### src/rtl/svc_rv_halt_reporter_if.sv
// Byte stream from the halt reporter toward the UART transmitter.
// valid/ready handshake carrying one ASCII byte per transfer.
interface svc_rv_halt_reporter_if;
  logic       m_valid;
  logic [7:0] m_data;
  logic       m_ready;

  modport master (
    output m_valid,
    output m_data,
    input  m_ready
  );

  modport slave (
    input  m_valid,
    input  m_data,
    output m_ready
  );
endinterface

### src/rtl/svc_rv_halt_reporter.sv
// Counts cycles from reset release until ebreak, then streams "C=<hex>\r\n" over a byte interface.
// Optional run-length timeout (prefix 'T') is enabled by defining SVC_RV_HALT_REPORTER_TIMEOUT_EN.
module svc_rv_halt_reporter #(
  parameter int unsigned CNT_W = 32
`ifdef SVC_RV_HALT_REPORTER_TIMEOUT_EN
  , parameter int unsigned TIMEOUT_CYCLES = 1000000
`endif
) (
  input  logic                      clk,
  input  logic                      rst_n,
  input  logic                      ebreak,
  output logic                      halted,
  output logic [CNT_W-1:0]          cycle_cnt,
`ifdef SVC_RV_HALT_REPORTER_TIMEOUT_EN
  output logic                      timeout,
`endif
  output logic                      done,
  svc_rv_halt_reporter_if.master    tx
);

  localparam int unsigned N_HEX   = CNT_W / 4;
  localparam int unsigned N_BYTES = N_HEX + 4;
  localparam int unsigned IDX_W   = $clog2(N_BYTES);

  localparam logic [IDX_W-1:0] LAST_IDX = IDX_W'(N_BYTES - 1);

  localparam logic [7:0] CH_C  = 8'h43;
  localparam logic [7:0] CH_EQ = 8'h3D;
  localparam logic [7:0] CH_CR = 8'h0D;
  localparam logic [7:0] CH_LF = 8'h0A;

  localparam logic [1:0] ST_RUN  = 2'd0;
  localparam logic [1:0] ST_SEND = 2'd1;
  localparam logic [1:0] ST_DONE = 2'd2;

`ifdef SVC_RV_HALT_REPORTER_TIMEOUT_EN
  localparam logic [7:0]      CH_T  = 8'h54;
  // Compare in at least 32 bits so a threshold beyond the counter range never fires.
  localparam int unsigned     CMP_W = (CNT_W > 32) ? CNT_W : 32;
  localparam logic [CMP_W-1:0] TIMEOUT_VAL = CMP_W'(TIMEOUT_CYCLES);
`endif

  logic [1:0]       state_q,  state_d;
  logic [CNT_W-1:0] cnt_q,    cnt_d;
  logic [IDX_W-1:0] idx_q,    idx_d;
  logic             halted_q, halted_d;
  logic             done_q,   done_d;
  logic             valid_q,  valid_d;
  logic [7:0]       data_q,   data_d;
  logic [7:0]       prefix_c;
`ifdef SVC_RV_HALT_REPORTER_TIMEOUT_EN
  logic             timeout_q, timeout_d;
  logic             timeout_hit_c;
`endif

  // Byte at position idx of the report line; hex nibbles taken from the latched count.
  function automatic logic [7:0] line_byte(input logic [IDX_W-1:0] idx,
                                           input logic [CNT_W-1:0] cnt,
                                           input logic [7:0]       prefix);
    int unsigned i;
    int unsigned pos;
    logic [3:0]  nib;
    i         = 32'(idx);
    pos       = 0;
    nib       = 4'h0;
    line_byte = CH_LF;
    if (i == 0) begin
      line_byte = prefix;
    end else if (i == 1) begin
      line_byte = CH_EQ;
    end else if (i < N_HEX + 2) begin
      pos       = N_HEX + 1 - i;
      nib       = 4'(cnt >> (4 * pos));
      line_byte = (nib < 4'd10) ? (8'h30 + 8'(nib)) : (8'h37 + 8'(nib));
    end else if (i == N_HEX + 2) begin
      line_byte = CH_CR;
    end
  endfunction

`ifdef SVC_RV_HALT_REPORTER_TIMEOUT_EN
  assign prefix_c      = timeout_q ? CH_T : CH_C;
  assign timeout_hit_c = (CMP_W'(cnt_q) == TIMEOUT_VAL);
`else
  assign prefix_c      = CH_C;
`endif

  // Next-state and next-output logic.
  always_comb begin
    state_d  = state_q;
    cnt_d    = cnt_q;
    idx_d    = idx_q;
    halted_d = halted_q;
    done_d   = done_q;
    valid_d  = valid_q;
    data_d   = data_q;
`ifdef SVC_RV_HALT_REPORTER_TIMEOUT_EN
    timeout_d = timeout_q;
`endif

    case (state_q)
      ST_RUN: begin
        if (ebreak) begin
          halted_d = 1'b1;
          state_d  = ST_SEND;
          valid_d  = 1'b1;
          data_d   = CH_C;
          idx_d    = '0;
`ifdef SVC_RV_HALT_REPORTER_TIMEOUT_EN
        end else if (timeout_hit_c) begin
          timeout_d = 1'b1;
          state_d   = ST_SEND;
          valid_d   = 1'b1;
          data_d    = CH_T;
          idx_d     = '0;
`endif
        end else if (cnt_q != {CNT_W{1'b1}}) begin
          cnt_d = cnt_q + CNT_W'(1);
        end
      end

      ST_SEND: begin
        if (valid_q && tx.m_ready) begin
          if (idx_q == LAST_IDX) begin
            valid_d = 1'b0;
            done_d  = 1'b1;
            state_d = ST_DONE;
          end else begin
            idx_d  = idx_q + IDX_W'(1);
            data_d = line_byte(idx_q + IDX_W'(1), cnt_q, prefix_c);
          end
        end
      end

      ST_DONE: begin
        state_d = ST_DONE;
      end

      default: begin
        state_d = ST_RUN;
      end
    endcase
  end

  // State and registered outputs.
  always_ff @(posedge clk or negedge rst_n) begin
    if (!rst_n) begin
      state_q  <= ST_RUN;
      cnt_q    <= '0;
      idx_q    <= '0;
      halted_q <= 1'b0;
      done_q   <= 1'b0;
      valid_q  <= 1'b0;
      data_q   <= 8'h00;
`ifdef SVC_RV_HALT_REPORTER_TIMEOUT_EN
      timeout_q <= 1'b0;
`endif
    end else begin
      state_q  <= state_d;
      cnt_q    <= cnt_d;
      idx_q    <= idx_d;
      halted_q <= halted_d;
      done_q   <= done_d;
      valid_q  <= valid_d;
      data_q   <= data_d;
`ifdef SVC_RV_HALT_REPORTER_TIMEOUT_EN
      timeout_q <= timeout_d;
`endif
    end
  end

  assign halted     = halted_q;
  assign cycle_cnt  = cnt_q;
  assign done       = done_q;
  assign tx.m_valid = valid_q;
  assign tx.m_data  = data_q;
`ifdef SVC_RV_HALT_REPORTER_TIMEOUT_EN
  assign timeout    = timeout_q;
`endif

endmodule

### src/flat_wrapper.sv
// flat-port wrapper written by rule: the top's interface ports become plain ports
module svc_rv_halt_reporter_flat 
#(
  parameter int unsigned CNT_W = 32

)
  (clk, rst_n, ebreak, halted, cycle_cnt, done, tx_m_valid, tx_m_data, tx_m_ready);
  svc_rv_halt_reporter_if tx_i ();
  input  logic clk;
  input  logic rst_n;
  input  logic ebreak;
  output logic halted;
  output logic [CNT_W-1:0] cycle_cnt;
  output logic done;
  output wire logic [$bits(tx_i.m_valid)-1:0] tx_m_valid;
  output wire logic [$bits(tx_i.m_data)-1:0] tx_m_data;
  input wire logic [$bits(tx_i.m_ready)-1:0] tx_m_ready;
  assign tx_m_valid = tx_i.m_valid;
  assign tx_m_data = tx_i.m_data;
  assign tx_i.m_ready = tx_m_ready;
  svc_rv_halt_reporter #(.CNT_W(CNT_W)) u_core (.clk(clk), .rst_n(rst_n), .ebreak(ebreak), .halted(halted), .cycle_cnt(cycle_cnt), .done(done), .tx(tx_i));
endmodule
### config.mk
export PLATFORM = sky130hd
export DESIGN_NAME = svc_rv_halt_reporter_flat
export DESIGN_NICKNAME = d
export VERILOG_FILES = /design/src/rtl/svc_rv_halt_reporter_if.sv /design/src/rtl/svc_rv_halt_reporter.sv /design/src/flat_wrapper.sv
export SDC_FILE = /design/constraint.sdc
export NUM_CORES = 1
export LEC_CHECK = 0
export ABC_AREA = 1
export CAP_MARGIN = 20
export CORE_MARGIN = 10
export CORE_UTILIZATION = 32
export DETAILED_ROUTE_END_ITERATION = 12
export DONT_BUFFER_PORTS = 1
export SYNTH_ARGS = -nofsm -noshare
export SYNTH_HDL_FRONTEND = slang
export SYNTH_SLANG_ARGS = --single-unit
### constraint.sdc
create_clock -name clk -period 2.5 [get_ports clk]
set_input_delay 0.375 -clock clk [delete_from_list [all_inputs] [get_ports clk]]
set_output_delay 0.375 -clock clk [all_outputs]
set_load 0.01 [all_outputs]
* Yosys cells after proc, flatten, opt, wreduce, memory -nomap -nowiden
Index checks and enable logic that the tools add are counted.
Word-level totals: bits in registers 49, bits in latches 0, output and inout port bits 43, bits in writable memories 0, logic and storage cells 57, memory bits (read-only) 0, memories kept 0, input port bits 4
Cells by class: div/mod/pow operators 0, reduce and logical (&&, ||, !) cells 10, eq/ne operators 10, bitwise gates (word level) 1, magnitude comparators 2, $mul 0, shift operators 1, mux-type cells 21, add/sub/neg operators 5
Operator list (count):
- two-way mux 8 bit | 7
- adder 32 x 1 -> 32 bit (second input constant) | 1
- != test 32 bit (second input constant) | 1
- right shift 32 x 32 -> 4 bit | 1
- one-hot mux 8 bit (2 select lines) | 1
- adder 6 x 4 -> 7 bit (first input constant) | 2
- two-way mux 4 bit | 3
- AND reduction 3 bit | 3
- equality test 4 bit (second input constant) | 2
- less-than comparator 4 bit (second input constant) | 2
- one-hot mux 4 bit (2 select lines) | 1
- AND reduction 4 bit | 2
- two-way mux 2 bit | 3
- one-hot mux 2 bit (3 select lines) | 1
- subtractor 4 x 4 -> 5 bit (first input constant) | 1
- adder 4 x 1 -> 4 bit (second input constant) | 1
- equality test 4 x 1 -> 1 bit (second input constant) | 1
- zero test 4 bit | 1
- != test 2 x 1 -> 1 bit (second input constant) | 2
- != test 2 bit (second input constant) | 2
- two-way mux 1 bit | 3
- two-way mux 3 bit | 1
- equality test 2 x 1 -> 1 bit (second input constant) | 1
- equality test 2 bit (second input constant) | 1
- 6 further kinds | 6

* Depth between registers and ports, before layout
Gate-level depths: netlist of run 1.
word-level depth 11, gate-level depth with buffers 20, gate-level depth less buffers 18

* Least setup slack after synthesis of run 1
Ideal clock, no wire load.
path type flip-flop to flip-flop, start point register u_core.idx_q[0], end point register u_core.data_q[2] (netlist: u_core.tx.m_data[2]), required time 2.384 ns, path slack -0.003 ns, arrival time 2.387 ns, cell stages (with the launch flop) 19, path through dfrtp_1 -> inv_2 -> buf_6 -> ha_1 -> buf_4 -> inv_2 -> buf_6 -> ha_1 -> inv_1 -> nand2_1 -> nand2_1 -> nand2_2 -> ha_1 -> nand2_1 -> nand2_1 -> nand3_1 -> nand3_1 -> nand2_1 -> nand2_1
Between the ends: word-level cells in the longest chain between the ends 11
Ends and longest elaborated chain:
- start: declaration | line svc_rv_halt_reporter.sv:45 | logic [IDX_W-1:0] idx_q, idx_d;
- start signal: assignment | line svc_rv_halt_reporter.sv:160 | idx_q <= idx_d;
- adder 4 x 1 -> 4 bit | line svc_rv_halt_reporter.sv:129 | data_d = line_byte(idx_q + IDX_W'(1), cnt_q, prefix_c);
- subtractor 4 x 4 -> 5 bit | line svc_rv_halt_reporter.sv:72 | pos = N_HEX + 1 - i;
- right shift 32 x 32 -> 4 bit | line svc_rv_halt_reporter.sv:73 | nib = 4'(cnt >> (4 * pos));
- adder 6 x 4 -> 7 bit or less-than comparator 4 bit (tied branches) | line svc_rv_halt_reporter.sv:74 | line_byte = (nib < 4'd10) ? (8'h30 + 8'(nib)) : (8'h37 + 8'(nib));
- two-way mux 8 bit | line svc_rv_halt_reporter.sv:74
- two-way mux 8 bit | line svc_rv_halt_reporter.sv:71 | end else if (i < N_HEX + 2) begin
- two-way mux 8 bit | line svc_rv_halt_reporter.sv:69 | end else if (i == 1) begin
- two-way mux 8 bit | line svc_rv_halt_reporter.sv:67 | if (i == 0) begin
- two-way mux 8 bit | line svc_rv_halt_reporter.sv:123 | if (idx_q == LAST_IDX) begin
- two-way mux 8 bit | line svc_rv_halt_reporter.sv:122 | if (valid_q && tx.m_ready) begin
- one-hot mux 8 bit (2 select lines) | line svc_rv_halt_reporter.sv:100 | case (state_q)
- end signal: assignment | line svc_rv_halt_reporter.sv:164 | data_q <= data_d;
- end: declaration | line svc_rv_halt_reporter.sv:49 | logic [7:0] data_q, data_d;
Several ways; a longest one is shown, not always the timed one. The select of a mux whose other input is x is not followed. A chain may end at the register's enable or synchronous reset.

* Worst setup path in the final report of run 1
start point register u_core.idx_q[0], end point register u_core.data_q[1] (netlist: u_core.tx.m_data[1])
Same word-level chain as after synthesis.

==> results of run 1 <==
-- Yosys cell counts, types with 5 or more instances --
library cell | number | area [µm²]
a21oi_1 | 5 | 25.0
dfrtp_1 | 48 | 1200
ha_1 | 9 | 113
inv_1 | 57 | 214
inv_2 | 9 | 33.8
nand2_1 | 131 | 492
nand2_2 | 8 | 50.1
nand3_1 | 35 | 175
nand4_1 | 10 | 62.6
nor2_1 | 34 | 128
nor3_1 | 13 | 65.1
o21ai_0 | 10 | 50.1
o21ai_2 | 6 | 52.6
xor2_1 | 29 | 254
-- registers in the layout, indices dropped and copies added (netlist names) --
register / flops
u_core.idx_q: 4
u_core.tx.m_valid: 1
u_core.done: 1
u_core.cycle_cnt: 32
u_core.halted: 1
u_core.state_q: 2
u_core.tx.m_data: 7
-- through the flow --
| step | area (µm²) | setup WS, ns |
|---|---|---|
| finish | 3510 | 0.231 |
| global route | 3510 | 0.0111 |
| CTS | 3490 | 0.138 |
| detailed placement | 3340 | 0.165 |
| global placement | 3340 | 0.226 |
| floorplan | 3210 | 0.0537 |
-- logic make-up (layout without fill, tap and decap cells) --
group,count (synthesis),after routing
simple gates,245,245
fa+ha+maj,9,9
other cells,1,1
flops,48,48
buf+inv,76,83
xor+xnor,29,29
compound gates,32,32
-- area by class of cell --
class                           count  area [µm²]
Clock buffer                        6        72.6
Clock inverter                      2        35.0
Fill cell                        1054        6270
Inverter                           67         254
Multi-Input combinational cell    316        1690
Sequential cell                    48        1200
Tap cell                          133         166
Timing Repair Buffer                8        86.3
-- path summary, 6_finish.rpt --
path	start	end	slack, ns	depth (start not counted)
worst min-delay path	tx_m_ready	u_core.done	0.23	2
min in group asynchronous	rst_n	u_core.cycle_cnt[30]	0.60	2
worst min register to register	u_core.halted	u_core.halted	0.55	2
worst max-delay path	u_core.idx_q[0]	u_core.tx.m_data[1]	0.23	15
worst max register to register	u_core.idx_q[0]	u_core.tx.m_data[1]	0.23	15
max in group asynchronous	rst_n	u_core.idx_q[0]	1.68	2
-- report_power, final --
part / switching, W / internal [W]
logic: 0.00102 / 0.000547
clock network: 0.000274 / 0.000298
registers: 0.000242 / 0.000933
-- metal layers --
metal / share of wire, % / GRT usage (%) / vias to the layer above
li1: - / - / 1407
met3: 7.9 / 3.77 / 7
met1: 45 / 14.7 / 1327
met2: 46 / 18.9 / 58
met5: 0 / 0 / -
met4: 0.70 / 2.26 / 0
-- timing repair --
action,in CTS,in global routing
buffers inserted,0,0
gates resized for setup,0,3
hold endpoints to repair,48,0
hold buffers,2,0
endpoints found under the setup margin,0,3
-- worst reg2reg max path: cells and delay by family, from the launching register on --
kind | cells | cell delay [ns]
simple gates | 8 | 0.63
flops | 1 | 0.44
fa+ha+maj | 3 | 0.80
buf+inv | 3 | 0.22
compound gates | 1 | 0.12
==> impl_summary.log, run 1 <==
[metrics] run status: finished, final reports clean
[metrics] Core Rows: 36
[metrics] count of cell types in the netlist: 32
[metrics] main combinational cell family by area after synthesis: simple AND/OR/NAND/NOR gates
[metrics] number of flops mapped to enable cells by yosys: 0
[metrics] post-synthesis mux area share: 0%
[metrics] nets@finish: 459
[metrics] slew at the pin with the worst max-slew slack: around 0.68 ns
[metrics] first-iteration detailed-routing DRC count: about 180
[metrics] CTS HTree Levels: 2
[metrics] number of max-slew violations in the final report: 0
[metrics] Layout area overhead: 9.19%
[metrics] Yosys Warn Count: 0
[metrics] ordered cell list for the critical path: ha_1, inv_1, nand2_1, and2_1, ha_4, inv_1, nand2_1, nand2_1, nand2_1, ha_1, inv_1, nand3_1, nand2_1, nand2_1, a21oi_1
[metrics] number of clock buffers inserted by TritonCTS: 5
[metrics] critical path arrival: about 2.5 ns
[metrics] shortest period the worst path allows: 2.27 ns
[metrics] iteration count of the initial detailed-routing pass: 4
[metrics] Mapped Area: 3210 µm²
[metrics] Worst path top cell family by delay: adder cells
[metrics] overall power after layout: 0.00331 W
[metrics] summed negative setup slack over all endpoints: 0 ns
[metrics] CP Capture Type: register
[metrics] number of antenna violations at the first check in global routing: 0
[metrics] number of flip-flops and latches in the synthesized netlist: 48
[metrics] gpl congestion: 0.916
[metrics] synthesized instance count: 440
[metrics] adder and majority cell fraction of the synthesized area: under 10%
[metrics] Slew headroom: 54.2%
[metrics] Antenna Nets Post-Route: 0
[metrics] Leakage: ~1.6 nW
[metrics] area enclosed by the die boundary: 14400 µm²
[metrics] type of origin of the critical path: register
[metrics] post-synthesis share of cell area spent on and, or, nand and nor gates: about 34%
[metrics] Worst-path clk slew: 0.09 ns
[metrics] crit path max-delay cell type: dfrtp_2
[metrics] number of non-filler instances in the completed layout: 580
[metrics] max incr delay on CP: ~0.44 ns
[metrics] final core utilization: 35.9%
[metrics] grt ovf: 0
[metrics] dominant register cell in the synthesized netlist: dfrtp_1
[metrics] average detailed-routed wire length per instance: 14.4 µm
[metrics] HP Class: in2reg
[metrics] number of hold violations in the final report: 0
[metrics] floorplan core area: 9770 µm²
[metrics] pin count of the biggest net entering global routing: 49
[metrics] CP required: ~2.7 ns
[metrics] final antenna diode count: 0
[metrics] vias per std cell: just under 5
[metrics] via count of the first global-routing pass: 2739
[metrics] total track usage: 11.6%
[metrics] area fraction in compound gates after synthesis: roughly 6.3%
[metrics] total wire length: 8330 µm
[metrics] DR DRC count: 0
[metrics] I/O Pins: 47
[metrics] areal power density over the cells: 945 nW/µm²
[metrics] top fanout value on the critical path: 5
[metrics] clock tree from TritonCTS: yes
[metrics] unrepaired setup endpoints after global routing: no
[metrics] via count: 2799
[metrics] number of buffers and inverters on the critical path: 3
[metrics] Async SR Flop Fraction: 100%
[metrics] maximum achievable frequency: 441 MHz
[metrics] overall die height: 120 µm
[metrics] share of final-layout standard cells stronger than drive strength 1: 11.9%
[metrics] Max clock buf depth: 2
[metrics] fraction of the yosys area taken by sequential cells: 37.4%
[metrics] effective utilization at floorplan: ~33%
[metrics] Final setup viols: 0
[metrics] dpl cells: 570
[metrics] Max-cap violations: 0
[metrics] Net Count, Synth: 453
[metrics] half-perimeter wire length after detailed placement: 6500 µm
[metrics] worst hold-check slack: 0.235 ns
[metrics] total of buffers placed on input and output ports: 0
[metrics] synthesized area per cell: 7.30 µm²
[metrics] cell at the root of the clock tree: clkbuf_8
[metrics] skew final: 0.0110 ns
[metrics] global-route wire length before repair: roughly 14000 µm
[metrics] leading cell type in the layout, fill and taps excluded: nand2_1
[metrics] type of the worst setup path: reg2reg
[metrics] Clock Latency Late Sink: around 0.3 ns
[metrics] width of the die: 120 µm
[metrics] peak ir drop on the vdd network: 0.322 mV
[metrics] library cell appearing most often on the critical path: nand2_1
[metrics] XOR/XNOR share of the synthesized area: 7.91%
[metrics] final critical-path share of the clock period: 90.8%
[metrics] CTS Sinks: between 40 and 50
[metrics] commonest cells after routing, fill and taps aside: 131 x nand2_1, 57 x inv_1, 46 x dfrtp_1
(Power assumes the default switching activity.)
==> run 2: changes to the inputs <==
==> constraint.sdc (replaced) <==
create_clock -name clk -period 2.8 [get_ports clk]
set_input_delay 0.42 -clock clk [delete_from_list [all_inputs] [get_ports clk]]
set_output_delay 0.42 -clock clk [all_outputs]
set_load 0.01 [all_outputs]
==> impl_summary.log, run 2 (synthesized netlist as in run 1, its figures left out) <==
[metrics] run status: finished, final reports clean
[metrics] number of clock buffers inserted by TritonCTS: 5
[metrics] max incr delay on CP: 0.47 ns
[metrics] type of the worst setup path: reg2reg
[metrics] Antenna Nets Post-Route: 0
[metrics] library cell appearing most often on the critical path: nand2_1
[metrics] Slew headroom: a little under three fifths
[metrics] clock tree from TritonCTS: yes
[metrics] CP required: roughly 3 ns
[metrics] iteration count of the initial detailed-routing pass: 7
[metrics] floorplan core area: 9770 µm²
[metrics] slew at the pin with the worst max-slew slack: 0.667 ns
[metrics] ordered cell list for the critical path: ha_1, inv_1, nand2_1, and2_1, ha_1, inv_1, nand2_1, nand2_1, nand2_2, ha_1, nand2_1, nand2_1, nand3_1, nand3_1, nand2_1, nand2_1
[metrics] HP Class: in2reg
[metrics] Final setup viols: 0
[metrics] number of hold violations in the final report: 0
[metrics] commonest cells after routing, fill and taps aside: 131 x nand2_1, 57 x inv_1, 48 x dfrtp_1
[metrics] effective utilization at floorplan: 32.9%
[metrics] number of max-slew violations in the final report: 0
[metrics] CTS Sinks: 48
[metrics] gpl congestion: 0.926
[metrics] skew final: 0.00639 ns
[metrics] final antenna diode count: 0
[metrics] cell at the root of the clock tree: clkbuf_8
[metrics] postcts setup bufs: 0
[metrics] grt ovf: 0
[metrics] Layout area overhead: 8.57%
[metrics] shortest period the worst path allows: 2.54 ns
[metrics] share of final-layout standard cells stronger than drive strength 1: 10.6%
[metrics] number of flip-flops in the largest register: 32
[metrics] post-route design area: 3490 µm²
[metrics] type of origin of the critical path: register
[metrics] CTS HTree Levels: 2
[metrics] summed negative setup slack over all endpoints: 0 ns
[metrics] I/O Pins: between 40 and 50
[metrics] DR DRC count: 0
[metrics] overall die height: about 120 µm
[metrics] number of antenna violations at the first check in global routing: 0
[metrics] pin count of the biggest net entering global routing: 49
[metrics] Core Rows: 36
[metrics] Clock Latency Late Sink: 0.30 ns
[metrics] area enclosed by the die boundary: 14400 µm²
[metrics] via count: 2746
[metrics] final core utilization: 35.7%
[metrics] dpl cells: approximately 570
[metrics] CP Capture Type: register
[metrics] unrepaired setup endpoints after global routing: no
[metrics] vias per std cell: 4.77
[metrics] nets@finish: 456
[metrics] total wire length: 8380 µm
[metrics] total track usage: 11.8%
[metrics] half-perimeter wire length after detailed placement: ~6500 µm
[metrics] top fanout value on the critical path: 7
[metrics] areal power density over the cells: 861 nW/µm²
[metrics] Filler Cell Count: 1051
[metrics] leading cell type in the layout, fill and taps excluded: nand2_1
[metrics] width of the die: 120 µm
[metrics] Max clock buf depth: 2
[metrics] maximum achievable frequency: 393 MHz
[metrics] first-iteration detailed-routing DRC count: 223
[metrics] worst hold-check slack: 0.300 ns
[metrics] number of non-filler instances in the completed layout: ~580
[metrics] Leakage: 1.64 nW
[metrics] total of buffers placed on input and output ports: 0
[metrics] total placed instance area: ~3300 µm²
[metrics] final critical-path share of the clock period: 90.8%
[metrics] critical path arrival: 2.74 ns
[metrics] Max-cap violations: 0
[metrics] global-route wire length before repair: 14200 µm
[metrics] crit path max-delay cell type: dfrtp_1
[metrics] via count of the first global-routing pass: around 2800
[metrics] peak ir drop on the vdd network: 0.300 mV
[metrics] Worst-path clk slew: 0.09 ns
[metrics] average detailed-routed wire length per instance: 14.5 µm
## run 2: metrics by stage
step           setup slack, ns  power (W)
2_1_floorplan            0.297    0.00214
3_3_place_gp             0.419    0.00238
3_5_place_dp             0.292    0.00242
4_1_cts                  0.272    0.00305
5_1_grt                 0.0412    0.00331
6_report                 0.258    0.00300
## run 2: worst max-delay path: cells and delay by family, from the launching register on
| family | cells | cell delay [ns] |
|---|---|---|
| buffers and inverters | 2 | 0.18 |
| adder cells (fa/ha/maj) | 3 | 0.85 |
| flip-flops | 1 | 0.47 |
| AND/OR/NAND/NOR | 11 | 0.94 |
## run 2: power by group
part / switching [W] / internal, W / total [W]
Sequential: 0.000225 / 0.000831 / 0.00106
Combinational: 0.000912 / 0.000449 / 0.00136
Clock: 0.000232 / 0.000352 / 0.000584
## run 2: path summary, 6_finish.rpt
| check | startpoint | to | slack (ns) | cells after the start |
|---|---|---|---|---|
| max | u_core.idx_q[0] | u_core.tx.m_data[2] | 0.26 | 16 |
| min | tx_m_ready | u_core.done | 0.30 | 2 |
| max reg2reg | u_core.idx_q[0] | u_core.tx.m_data[2] | 0.26 | 16 |
| min reg2reg | u_core.halted | u_core.halted | 0.55 | 2 |
| max in group asynchronous | rst_n | u_core.cycle_cnt[24] | 1.95 | 2 |
| min in group asynchronous | rst_n | u_core.halted | 0.64 | 2 |
## run 2: metal layers
layer  GRT usage [%]  part of all wire [%]  wire length [µm]  vias up
met5               0                     0                 0        -
met4            3.17                   1.3               112        0
met3            3.77                   7.7               643       11
met2            19.3                    47              3920       68
met1            14.6                    44              3700     1278
li1                -                     -                 -     1389
## run 2: what timing repair did
item / in CTS / in global routing
hold buffers: 2 / 0
gates resized for setup: 0 / 0
endpoints found under the setup margin: 0 / 0
endpoints found under the hold margin: 48 / 0
## run 2: layout make-up
type / instances / area (µm²) / area share [%]
Multi-Input combinational cell: 316 / 1680 / 48.1
Sequential cell: 48 / 1200 / 34.4
Inverter: 67 / 254 / 7.28
Tap cell: 133 / 166 / 4.77
Clock buffer: 5 / 68.8 / 1.97
Clock inverter: 2 / 60.1 / 1.72
Timing Repair Buffer: 5 / 60.1 / 1.72
